<file path="src/rtl/alu_bist_misr.sv">
// BIST controller for the datapath ALU: two LFSRs supply operands, every alu_sel code is swept
// per operand pair, and a MISR compacts {alu_out, alu_carry} into one signature compared at the end.
module alu_bist_misr #(
  parameter int                WIDTH        = 8,
  parameter int                NUM_PATTERNS = 256,
  parameter logic [WIDTH-1:0]  SEED_A       = 8'h02,
  parameter logic [WIDTH-1:0]  SEED_B       = 8'h01,
  parameter logic [WIDTH-1:0]  LFSR_TAPS    = 8'hB8,
  parameter logic [WIDTH:0]    MISR_TAPS    = 9'h110,
  parameter logic [WIDTH:0]    GOLDEN_SIG   = 9'h000
) (
  input  logic             clk,
  input  logic             reset,
  input  logic             start,
  input  logic             abort,
  output logic [WIDTH-1:0] alu_a,
  output logic [WIDTH-1:0] alu_b,
  output logic [3:0]       alu_sel,
  input  logic [WIDTH-1:0] alu_out,
  input  logic             alu_carry,
  output logic             busy,
  output logic             done,
  output logic             pass,
  output logic [WIDTH:0]   signature,
  output logic [1:0]       fsm_state
);

  localparam int CW = $clog2(NUM_PATTERNS + 1);
  localparam logic [WIDTH-1:0] ONE        = {{(WIDTH-1){1'b0}}, 1'b1};
  localparam logic [WIDTH-1:0] SEED_A_EFF = (SEED_A == '0) ? ONE : SEED_A;
  localparam logic [WIDTH-1:0] SEED_B_EFF = (SEED_B == '0) ? ONE : SEED_B;
  localparam logic [CW-1:0]    LAST_PAT   = CW'(NUM_PATTERNS - 1);

  typedef enum logic [1:0] {
    IDLE = 2'd0,
    RUN  = 2'd1,
    DONE = 2'd2
  } state_t;

  state_t          state;
  logic [CW-1:0]   pat_cnt;
  logic [WIDTH:0]  misr_next;

  function automatic logic [WIDTH-1:0] lfsr_step(input logic [WIDTH-1:0] s);
    return {s[WIDTH-2:0], ^(s & LFSR_TAPS)};
  endfunction

  always_comb begin
    misr_next = {signature[WIDTH-1:0], ^(signature & MISR_TAPS)} ^ {alu_out, alu_carry};
  end

  // Command semantics: start and abort are sampled at every rising edge; start acts only in
  // IDLE or DONE, abort returns to IDLE from any state and wins when both are high.
  always_ff @(posedge clk or posedge reset) begin
    if (reset) begin
      state     <= IDLE;
      alu_a     <= SEED_A_EFF;
      alu_b     <= SEED_B_EFF;
      alu_sel   <= 4'd0;
      pat_cnt   <= '0;
      signature <= '0;
    end else if (abort) begin
      state <= IDLE;
    end else begin
      case (state)
        IDLE, DONE: begin
          if (start) begin
            state     <= RUN;
            alu_a     <= SEED_A_EFF;
            alu_b     <= SEED_B_EFF;
            alu_sel   <= 4'd0;
            pat_cnt   <= '0;
            signature <= '0;
          end
        end
        RUN: begin
          signature <= misr_next;
          alu_sel   <= alu_sel + 4'd1;
          if (alu_sel == 4'hF) begin
            // The final pair is not stepped past, so the operands stay on it in DONE.
            if (pat_cnt == LAST_PAT) begin
              state <= DONE;
            end else begin
              alu_a   <= lfsr_step(alu_a);
              alu_b   <= lfsr_step(alu_b);
              pat_cnt <= pat_cnt + CW'(1);
            end
          end
        end
        default: state <= IDLE;
      endcase
    end
  end

  assign busy      = (state == RUN);
  assign done      = (state == DONE);
  assign pass      = done && (signature == GOLDEN_SIG);
  assign fsm_state = state;

endmodule

</file>
<file path="config.mk">
export PLATFORM = sky130hd
export DESIGN_NAME = alu_bist_misr
export DESIGN_NICKNAME = d
export VERILOG_FILES = /design/src/rtl/alu_bist_misr.sv
export SDC_FILE = /design/constraint.sdc
export NUM_CORES = 1
export LEC_CHECK = 0
export ABC_AREA = 1
export CORE_UTILIZATION = 50
export DETAILED_ROUTE_END_ITERATION = 7
export GPL_TIMING_DRIVEN = 0
export PLACE_DENSITY = 0.79
export SLEW_MARGIN = 0
export SYNTH_ARGS = -nofsm -noshare
export SYNTH_HDL_FRONTEND = slang
export SYNTH_SLANG_ARGS = --single-unit
</file>
<file path="constraint.sdc">
create_clock -name clk -period 2.66 [get_ports clk]
set_clock_uncertainty 0.15 [all_clocks]
set_input_delay 0.532 -clock clk [delete_from_list [all_inputs] [get_ports clk]]
set_output_delay 0.532 -clock clk [all_outputs]
set_load 0.01 [all_outputs]
</file>
==> Word-level counts from Yosys, hierarchy flattened <==
Cells that the tools add are included.
Widths: inputs -> output; s select.
{ "op_classes": {"add_sub_neg": 2, "eq_ne": 10, "muxes": 20, "n_bitwise": 2, "n_reduce_logical": 11} }
{ "op_table": {"columns": ["cell", "count"], "rows": [
  ["$mux 8", 6],
  ["$pmux 9 s2", 2],
  ["$pmux 8 s2", 2],
  ["$mux 9", 3],
  ["$reduce_xor 8->1", 2],
  ["$add 9x1->9 const B", 1],
  ["$eq 9x8->1 const B", 1],
  ["$logic_not 9->1", 1],
  ["$reduce_xor 9->1", 1],
  ["$xor 9x9->9", 1],
  ["$mux 2", 4],
  ["$pmux 4 s2", 1],
  ["$ne 3x2->1 const B", 2],
  ["$reduce_and 3->1", 2],
  ["$reduce_and 5->1", 1],
  ["$add 4x1->4 const B", 1],
  ["$eq 4x4->1 const B", 1],
  ["$mux 4", 1],
  ["$ne 2x2->1 const B", 2],
  ["$pmux 2 s2", 1],
  ["$ne 3x3->1 const B", 1],
  ["$eq 2x1->1 const B", 1],
  ["$eq 2x2->1 const B", 1],
  ["$logic_not 2->1", 1],
  ["other kinds (5)", 5]
]} }
{ "totals": {"ff_bits": 40, "in_bits": 13, "output_inout_bits": 34} }

==> Logic depth before layout (Yosys ltp) <==
Gate-level depths: netlist of run 1.
{ "depth": {"word_depth": 5, "depth_mapped": 14} }

==> Worst setup path after synthesis of run 1 <==
OpenSTA, ideal clock, no wires.
{ "synth_timing": {"path_type": "reg-to-reg", "start": "reg pat_cnt[0]", "end": "reg pat_cnt[0]", "setup_time_ns": 0.123, "arrival_time_ns": 1.602, "required_ns": 2.387, "path_slack_ns": 0.785, "path_stages_with_launch": 14, "path_buffers": 1, "synth_period_minus_slack_ns": 1.875, "path_cell_list": "dfrtp_1 > ha_1 > nand2_1 > nor2_1 > inv_1 > nor3_1 > ha_1 > inv_1 > nand4_1 > nand2_2 > nand2_4 > buf_6 > nor2_1 > a21oi_2"} }
{ "synth_between": {"elab_chain_cells": 4, "word_cells_on_any_way": 7} }
{ "synth_rtl": {"columns": ["item", "line_no", "rtl"], "rows": [
  ["from (decl)", "41", "logic [CW-1:0] pat_cnt;"],
  ["from (signal assigned)", "86", "pat_cnt <= pat_cnt + CW'(1);"],
  ["$add 9x1->9", "86", null],
  ["$mux 9", "81", "if (pat_cnt == LAST_PAT) begin"],
  ["$mux 9", "79", "if (alu_sel == 4'hF) begin"],
  ["$pmux 9 s2", "65", "case (state)"]
]} }
Parallel ways exist; a longest one is shown, timed or not. The select of a mux whose other input is x is not followed.
A chain may end at the register's enable or synchronous reset.

==> Worst setup path after layout of run 1 <==
{ "layout_timing": {"start": "reg state[1], in the netlist fsm_state[1]", "end": "out busy"} }
{ "layout_between": {"elab_chain_cells": 1} }
{ "layout_rtl": {"columns": ["item", "line_no", "rtl"], "rows": [
  ["from (decl)", "40", "state_t state;"],
  ["from (signal assigned)", "56", "state <= IDLE;"],
  ["from (signal assigned)", "63", "state <= IDLE;"],
  ["from (signal assigned)", "68", "state <= RUN;"],
  ["$eq 2x1->1", "95", "assign busy = (state == RUN);"],
  ["to (decl)", "21", "output logic busy,"]
]} }
No other way between the ends.

==> summary.txt, run 1 <==
Clock tree
  • TritonCTS clock tree: built
  • H-tree level count: 2
  • Hold buffer count at cts: 0
  • Worst-Skew Late Latency: around 0.28 ns
  • CTS max path bufs: 2
  • Root Buffer: clkbuf_8
  • Worst-path clk slew: 0.07 ns
  • Total CTS buffers: 5
  • CTS sink cnt: 40
  • Post-CTS setup buffers: 0
  • Post_cts resized: 0

Floorplanning
  • Ports: 47
  • Row cnt: 23
  • Initial Utilization: a little over half
  • Die Height: roughly 67 µm
  • Die ar.: about 4500 µm²
  • Horiz. Die Dim: 67.0 µm
  • Core ar.: between 4000 and 5000 µm²

Worst setup path
  • Crit path buffers/inverters: 4
  • Arrival time at the worst endpoint: 1.77 ns
  • Top delay family on crit path: buffers and inverters
  • Crit end category: primary output
  • Top cell by count, worst path: inv_1
  • Startpoint types: register
  • Slowest cell on crit path: clkdlybuf4s50_1
  • Setup CP Type: reg2out
  • Max stage delay on crit path: ~0.57 ns
  • Crit path required time: around 2.0 ns
  • Max FO, Critical Path: 10
  • Crit path cell chain: inv_1, nand2_1, inv_1, buf_2, clkdlybuf4s50_1

Global route
  • Initial antenna violation count: 0
  • Total gr overflow: 0
  • Vias in the first global route: ~1800
  • Total GRT Usage: a little under a quarter
  • Largest net degree at the start of global routing: 41
  • First-pass GRT wire length: just under 8000 µm

Timing
  • Final Hold Fails: 0
  • Slew HR: 45.6%
  • Pins Over Slew Limit: 0
  • Fin crit period: 2.45 ns
  • Post-Route Setup TNS: 0 ns
  • Worst slew pin tran: 0.814 ns
  • Peak Freq: 0.408 GHz
  • Setup violators final: 0
  • Final period util: 92.1%
  • Unrepaired setup endpoints after global routing: false

Routing
  • ANT nets after route: 0
  • Starting DRT DRC Count: 146
  • Drt wl/cell: approximately 13 µm
  • Total wire length: approximately 4600 µm
  • DR pass1 iterations: 4
  • Residual DRC: 0
  • Avg Vias per Cell: slightly above 5
  • Via Count: around 1900

Logic synthesis
  • Post-synth top flop: dfrtp_1
  • Post-synth net total: 274
  • Seq/Total Area, Yosys: between 40 and 50%
  • Mapped Avg Cell Area: between 8 and 9 µm²
  • Synth cell types: 27
  • Post-synth EDFFs: 0
  • Post-Synthesis Cells: about 260
  • Cell area after synthesis: around 2100 µm²
  • Commonest cells post-synth: nand2_1, dfrtp_1, inv_1
  • Synth warn: 0
  • Async SR Flop Fraction: 100%
  • Share of the synthesized area in the top cell type: about 45%
  • Yosys top cell by area: dfrtp_1
  • Top-count cell post-synth: nand2_1
  • Seq cells post-synth: 40
  • Synth top area cells: dfrtp_1, nand2_1, inv_1

Final layout
  • Final net count: around 330
  • Fill cells: between 300 and 400
  • # diodes: 0
  • Share of layout cells above drive strength 1: 9.94%
  • Final Core Density: about two thirds
  • Area Growth Syn to Fin: 30.7%

Power
  • PwrDens: about 640 nW/µm²
  • Net Sw Frac: just under 30%
  • Clock power share: a little under a third
  • Sw power: between 0.5 and 0.6 mW
  • Sequential Power Share: between 40% and 50%
  • Leakage power: between 1 and 1.5 nW
  • Internal Dissipation: around 1.3 mW
  • Maximum VDD drop: 0.486 mV
  • Combinational share of power: between 20% and 30%

Place
  • Final HPWL DP: between 3000 and 4000 µm
  • IO Port Bufs: 46
  • Gpl congestion: 0.797

Flow run
  • Max-Cap Viols: 0

Status
  • Status: complete, no violations

Min path
  • Hold crit path type: reg2reg
## area by class of cell
type	instances	area (µm²)	share of cell area [%]
Multi-Input combinational cell	180	922	33.4
Clock buffer	7	96.3	3.49
Clock inverter	1	30.0	1.09
Tap cell	50	62.6	2.26
Timing Repair Buffer	46	460	16.7
Buffer	9	78.8	2.85
Inverter	29	109	3.94
Sequential cell	40	1000	36.3
## power by group through the flow
stage | Clock (mW) | Combinational [mW] | Sequential, mW
final | 0.533 | 0.454 | 0.786
after global routing | 0.574 | 0.505 | 0.798
after CTS | 0.546 | 0.458 | 0.786
after detailed placement | 0 | 0.454 | 0.796
after global placement | 0 | 0.443 | 0.795
after floorplan | 0 | 0.220 | 0.809
## flip-flops by register name, indices dropped and copies added, names as in the netlist
| register | flops |
|---|---|
| pat_cnt | 9 |
| signature | 9 |
| alu_a | 8 |
| alu_b | 8 |
| alu_sel | 4 |
| fsm_state | 2 |
## through the flow
step	setup slack, ns	cell area (µm²)	total power [mW]	cells	hold WS (ns)
2_1_floorplan	0.785	2110	1.03	258	0.303
3_3_place_gp	0.170	2640	1.24	354	0.315
3_5_place_dp	0.509	2640	1.25	354	0.328
4_1_cts	0.175	2760	1.79	362	0.335
5_1_grt	0.0722	2760	1.88	362	0.370
6_report	0.209	2760	1.77	362	0.335
## cell families (layout without fill, tap and decap cells)
| kind of cell | Yosys count | after routing | share of synthesized area [%] |
|---|---|---|---|
| AND/OR/NAND/NOR | 117 | 117 | 24.6 |
| buffers and inverters | 38 | 92 | 8.88 |
| multiplexers | 1 | 1 | 0.474 |
| XOR/XNOR | 9 | 9 | 3.73 |
| AO/OA/AOI/OAI | 50 | 50 | 13.0 |
| adder cells (fa/ha/maj) | 3 | 3 | 1.78 |
| flip-flops | 40 | 40 | 47.5 |
## tightest hold or removal path, cell delays in order (launching register included)
cell     delay [ns]
dfstp_2        0.38
nand2_1        0.06
nand2_1        0.05
## layer usage
metal  share of wire, %  vias to the layer above  track usage [%]  routed length [µm]
met5                  0                        -                0                   0
met1                 46                      893             30.1                2140
met3                3.6                        2             5.48                 164
li1                   -                      941                -                   -
met2                 50                       39             39.5                2290
met4               0.50                        0             6.91                  23
## placed cells by master (no fill, tap or decap), drive strengths merged
cell type,instances
nand3b,1
clkdlybuf4s50,46
clkbuf,7
o211ai,7
nand2b,1
xnor2,6
mux2i,1
xor2,3
ha,3
inv,29
dfrtp,38
o21ai,33
nor3,3
dfstp,2
a21oi,10
buf,9
nand3,13
nor2,20
nand2,75
bufinv,1
nand4,4
## worst paths after layout
| path | start | to | slack (ns) | cells after the start |
|---|---|---|---|---|
| max | fsm_state[1] | busy | 0.21 | 5 |
| min reg2reg | alu_b[0] | alu_b[0] | 0.34 | 2 |
| min | alu_b[0] | alu_b[0] | 0.34 | 2 |
| max in group asynchronous | reset | fsm_state[0] | 1.27 | 2 |
| max reg2reg | pat_cnt[0] | pat_cnt[0] | 0.50 | 13 |
| min in group asynchronous | reset | pat_cnt[8] | 0.57 | 2 |
No activity file was read; power rests on OpenSTA's default activity.
==> inputs of run 2 (changes only) <==
Settings changed: RECOVER_POWER set to 100.
==> run 2 against run 1 <==
Register-to-register slack got worse by 0.14 ns. Design area decreased by 1.0%. Flip-flop and latch count unchanged. Total power decreased by 2.1%. Global-route usage unchanged. Sequential share of layout area increased by 0.38 points. Critical path type unchanged. Critical endpoint unchanged. Largest cell class unchanged. Largest power group unchanged.
==> summary.txt, run 2 (synthesis results as in run 1) <==
Final layout
  • Most common cell after layout, fill and taps aside: nand2_1
  • Final net count: 327 (unchanged)
  • # diodes: 0 (unchanged)
  • Largest registers: pat_cnt: 9 flops, signature: 9 flops
  • Share of layout cells above drive strength 1: 7.37% (-2.6 points)
  • Fill cells: 345 (+1.5%)
  • Commonest non-fill, non-tap cells in the layout: nand2_1, dfrtp_1, dlygate4sd3_1
  • Area Growth Syn to Fin: 29.4%

Global route
  • Vias in the first global route: 1756 (unchanged)
  • Largest net degree at the start of global routing: 41 (unchanged)
  • Total gr overflow: 0 (unchanged)
  • Initial antenna violation count: 0 (unchanged)
  • Total GRT Usage: 23.6% (unchanged)
  • First-pass GRT wire length: 7880 µm (unchanged)

Routing
  • WL met1: 2130 µm (-0.28%)
  • Avg Vias per Cell: 5.17 (-0.27%)
  • Routed wire length on met2: 2280 µm (-0.70%)
  • Starting DRT DRC Count: 134 (-8.2%)
  • Residual DRC: 0 (unchanged)
  • ANT nets after route: 0 (unchanged)
  • Wire length on met3: 159 µm (-3.0%)
  • Drt wl/cell: 12.7 µm (-0.28%)
  • Total wire length: 4600 µm (-0.28%)
  • Via Count: 1870 (-0.27%)
  • DR pass1 iterations: 5 (+1)
  • Top routing layer in use: met4

Timing
  • Slew HR: 2.10% (-44 points)
  • Unrepaired setup endpoints after global routing: false
  • Pins Over Slew Limit: 0 (unchanged)
  • Final period util: 93.0% (+0.89 points)
  • Peak Freq: 0.404 GHz (-0.96%)
  • WHS: 0.333 ns (-0.00185 ns)
  • Final Hold Fails: 0 (unchanged)
  • Worst slew pin tran: 1.47 ns (+0.653 ns)
  • Fin crit period: 2.47 ns (+0.0237 ns)
  • Post-Route Setup TNS: 0 ns (unchanged)
  • Setup violators final: 0 (unchanged)

Clock tree
  • Total CTS buffers: 5 (unchanged)
  • CTS max path bufs: 2 (unchanged)
  • Root Buffer: clkbuf_8
  • Worst-Skew Late Latency: 0.28 ns (about the same)
  • H-tree level count: 2 (unchanged)
  • CTS sink cnt: 40 (unchanged)
  • TritonCTS clock tree: built
  • Post-CTS setup buffers: 0 (unchanged)
  • Worst-path clk slew: 0.07 ns (about the same)
  • Post_cts resized: 0 (unchanged)
  • Hold buffer count at cts: 0 (unchanged)

Worst setup path
  • Crit end category: primary output
  • Setup CP Type: reg2out
  • Startpoint types: register
  • Crit path required time: 1.98 ns (about the same)
  • R2r setup slk: 0.36 ns (-0.14 ns)
  • Max FO, Critical Path: 10 (unchanged)
  • Arrival time at the worst endpoint: 1.79 ns (+0.02 ns)

Flow run
  • Max-Cap Viols: 0 (unchanged)

Floorplanning
  • Die Height: 67.0 µm (unchanged)
  • Ports: 47 (unchanged)
  • Row cnt: 23 (unchanged)
  • Die ar.: 4490 µm² (unchanged)
  • Horiz. Die Dim: 67.0 µm (unchanged)
  • Initial Utilization: 52.5% (unchanged)
  • Core ar.: 4030 µm² (unchanged)

Min path
  • Hold crit path type: reg2reg

Place
  • Gpl congestion: 0.797 (unchanged)
  • Final HPWL DP: 3290 µm (unchanged)
  • IO Port Bufs: 46 (unchanged)

Status
  • Status: complete, no violations

Power
  • Leakage power: 1.34 nW (+6.7%)
  • Maximum VDD drop: 0.475 mV (-2.3%)
  • PwrDens: 635 nW/µm² (-1.1%)
## run 2: changes by cell type in the layout (fill, tap and decap cells not counted), sizes merged
cell,change
clkdlybuf4s50,-35
dlygate4sd3,+35
buf,-3
clkbuf,+3
## run 2: worst paths after layout
check	endpoint	depth (start not counted)	from
setup / recovery	busy	5	fsm_state[1]
hold / removal	alu_b[0]	2	alu_b[0]
setup reg to reg	alu_a[3]	13	pat_cnt[0]
hold reg to reg	alu_b[0]	2	alu_b[0]
max in group asynchronous	fsm_state[0]	2	reset
min in group asynchronous	alu_sel[3]	2	reset
## run 2: per-layer routing
metal,global-route usage [%],up-vias
met3,5.48,4
li1,-,939
met1,30.1,896
met2,39.5,31
met5,0,-
met4,6.91,0
## run 2: final cells by class
class | instances | area [µm²] | share of cell area (%)
plain buffers | 9 | 70.1 | 2.56
multi-input cells | 180 | 902 | 33.0
repair buffers | 46 | 460 | 16.8
clock buffers | 7 | 96.3 | 3.52
flip-flops and latches | 40 | 1000 | 36.7
inverters | 29 | 109 | 3.98
clock inverters | 1 | 30.0 | 1.10
well taps | 50 | 62.6 | 2.29
## run 2: worst max-delay path: stages (launching register included)
cell and delay [ns]:
dfrtp_1 0.41, inv_1 0.08, nand2_1 0.08, inv_1 0.11
clkbuf_2 0.25, clkdlybuf4s50_1 0.58
## run 2: where the power goes
group | switching, mW | internal [mW] | leakage (nW)
Combinational | 0.222 | 0.196 | 0.735
Sequential | 0.0865 | 0.697 | 0.538
Clock | 0.203 | 0.331 | 0.0645
## run 2: metrics by stage
step           cells  total power [mW]  instance area (µm²)  worst slack (ns)  utilization (%)
2_1_floorplan    258              1.03                 2110             0.785                -
3_3_place_gp     354              1.24                 2640             0.170             65.4
3_5_place_dp     354              1.25                 2640             0.509             65.4
4_1_cts          362              1.79                 2760             0.175             68.6
5_1_grt          362              1.84                 2730            0.0462             67.9
6_report         362              1.74                 2730             0.186             67.9
==> inputs of run 3 (changes only) <==
Settings changed: PLACE_DENSITY 0.79 to 0.85, SKIP_LAST_GASP set to 1.
==> run 3 against run 2 <==
The flow now finishes with violations (capacitance limit). Hold slack improved by 0.0010 ns. Count of clock-buffer cells in the layout fell by 1. Utilization fell by 1.0 points. Fmax fell by 0.32%. Critical path type unchanged. Largest cell class unchanged.
==> summary.txt, run 3 (synthesis results as in run 1) <==
Timing
  • WHS: 0.334 ns (+0.00103 ns)
  • Setup violators final: 0 (unchanged)
  • Unrepaired setup endpoints after global routing: false
  • Fin crit period: 2.48 ns (+0.00789 ns)
  • Final period util: 93.3% (+0.30 points)
  • Worst slew pin tran: 1.49 ns (+0.0253 ns)
  • Post-Route Setup TNS: 0 ns (unchanged)
  • Final Hold Fails: 0 (unchanged)
  • Slew HR: 0.419% (-1.7 points)
  • Peak Freq: 0.403 GHz (-0.32%)
  • Pins Over Slew Limit: 0 (unchanged)

Min path
  • Worst Hold End: alu_b[0]
  • Min-delay src: alu_b[0]
  • Hold crit path type: reg2reg
  • Hold Path Stages: 2 (unchanged)

Final layout
  • Most common cell after layout, fill and taps aside: nand2_1
  • Area Growth Syn to Fin: 27.4%
  • Final net count: 327 (unchanged)
  • Design Area, Final: 2690 µm² (-1.5%)
  • Fin cells: 362 (unchanged)
  • Commonest non-fill, non-tap cells in the layout: nand2_1, dfrtp_1, dlygate4sd3_1
  • Fill cells: 339 (-1.7%)
  • Share of layout cells above drive strength 1: 7.05% (-0.32 points)
  • Largest registers: pat_cnt: 9 flops, signature: 9 flops
  • # diodes: 0 (unchanged)

Global route
  • Initial antenna violation count: 0 (unchanged)
  • Total gr overflow: 0 (unchanged)
  • Met3 global-route usage: 3.25% (-2.2 points)
  • Largest net degree at the start of global routing: 41 (unchanged)
  • Met1 Usage GRT: 32.8% (+2.7 points)
  • M2 GR Usage: 34.9% (-4.6 points)
  • Vias in the first global route: 1585 (-9.7%)
  • Total GRT Usage: 22.8% (-0.90 points)
  • GRT busiest layer: met2
  • First-pass GRT wire length: 7610 µm (-3.4%)

Place
  • Placed instance area: 2640 µm² (unchanged)
  • Gpl congestion: 0.805 (+0.97%)
  • Final HPWL DP: 3360 µm (+1.9%)
  • IO Port Bufs: 46 (unchanged)
  • Placed insts: 354 (unchanged)

Clock tree
  • CTS max path bufs: 2 (unchanged)
  • Root Buffer: clkbuf_8
  • H-tree level count: 2 (unchanged)
  • CTS sink cnt: 40 (unchanged)
  • Post-CTS setup buffers: 0 (unchanged)
  • TritonCTS clock tree: built
  • Post_cts resized: 0 (unchanged)
  • Hold buffer count at cts: 0 (unchanged)
  • Total CTS buffers: 5 (unchanged)
  • Worst-path clk slew: 0.07 ns (about the same)
  • Worst-Skew Late Latency: 0.30 ns (+0.02 ns)

Worst setup path
  • RR Endpoint: pat_cnt[0]
  • Arrival time at the worst endpoint: 1.80 ns (about the same)
  • Startpoint types: register
  • Top cell by count, worst path: inv_1
  • Max FO, Critical Path: 10 (unchanged)
  • R2r setup slk: 0.30 ns (-0.06 ns)
  • R2R cell count: 13 (unchanged)
  • Crit path cell chain: inv_1, nand2_1, inv_1, clkbuf_2, clkdlybuf4s50_1
  • Crit path required time: 1.98 ns (about the same)
  • Crit path buffers/inverters: 4 (unchanged)
  • Slowest cell on crit path: clkdlybuf4s50_1
  • Max stage delay on crit path: 0.58 ns (about the same)
  • Setup CP Type: reg2out
  • Top delay family on crit path: buffers and inverters
  • RR Startpoint: pat_cnt[1]
  • Crit end category: primary output

Status
  • Failing checks: capacitance limit
  • Status: complete, but fails checks

Power
  • PwrDens: 595 nW/µm² (-6.2%)
  • Maximum VDD drop: 0.436 mV (-8.3%)
  • Leakage power: 1.31 nW (-1.7%)

Floorplanning
  • Core ar.: 4030 µm² (unchanged)
  • Initial Utilization: 52.5% (unchanged)
  • Horiz. Die Dim: 67.0 µm (unchanged)
  • Die Height: 67.0 µm (unchanged)
  • Row cnt: 23 (unchanged)
  • Ports: 47 (unchanged)
  • Die ar.: 4490 µm² (unchanged)

Routing
  • ANT nets after route: 0 (unchanged)
  • Drt wl/cell: 13.1 µm (+2.7%)
  • Total wire length: 4730 µm (+2.7%)
  • Avg Vias per Cell: 5.17 (about the same)
  • Via Count: 1871 (+0.053%)
  • DR pass1 iterations: 4 (-1)
  • Starting DRT DRC Count: 142 (+6.0%)
  • Residual DRC: 0 (unchanged)

Flow run
  • Max-Cap Viols: 1 (+1)
run 3: how the worst max path moves through the flow:
stage | start | to | slack, ns | cells past startpoint
3_5_place_dp | pat_cnt[0] | pat_cnt[6] | 0.47 | 13
6_report | fsm_state[1] | busy | 0.18 | 5
2_1_floorplan | pat_cnt[0] | pat_cnt[0] | 0.79 | 13
4_1_cts | fsm_state[1] | busy | 0.19 | 5
3_3_place_gp | reset | alu_a[6] | 0.19 | 2
5_1_grt | fsm_state[1] | busy | 0.07 | 5
run 3: layer usage:
layer  up-vias  part of all wire (%)
met3         4                   3.3
met1       892                    47
met4         0                  0.97
met5         -                     0
li1        935                     -
met2        40                    49
run 3: final cells by class:
cell class              instances  area, µm²  share of cell area, %
flip-flops and latches         40       1000                   37.3
multi-input cells             180        902                   33.5
repair buffers                 46        460                   17.1
inverters                      29        109                   4.04
clock buffers                   6       72.6                   2.70
plain buffers                   9       70.1                   2.60
well taps                      50       62.6                   2.32
clock inverters                 2       12.5                  0.465
run 3: per-stage QoR:
stage | total power, mW | setup slack (ns) | util, %
2_1_floorplan | 1.03 | 0.785 | -
3_3_place_gp | 1.24 | 0.187 | 65.4
3_5_place_dp | 1.25 | 0.472 | 65.4
4_1_cts | 1.65 | 0.186 | 67.5
5_1_grt | 1.70 | 0.0707 | 66.8
6_report | 1.60 | 0.178 | 66.8
run 3: where the power goes:
group | internal [mW] | switching [mW]
logic | 0.197 | 0.227
clock network | 0.183 | 0.211
registers | 0.697 | 0.0880
total | 1.08 | 0.526
run 3: worst reg2reg max path: cells and delay by family, from the launching register on:
family,cells,cell delay [ns]
AND/OR/NAND/NOR,7,0.91
AO/OA/AOI/OAI,1,0.10
flip-flops,1,0.40
adder cells (fa/ha/maj),2,0.40
buffers and inverters,3,0.32
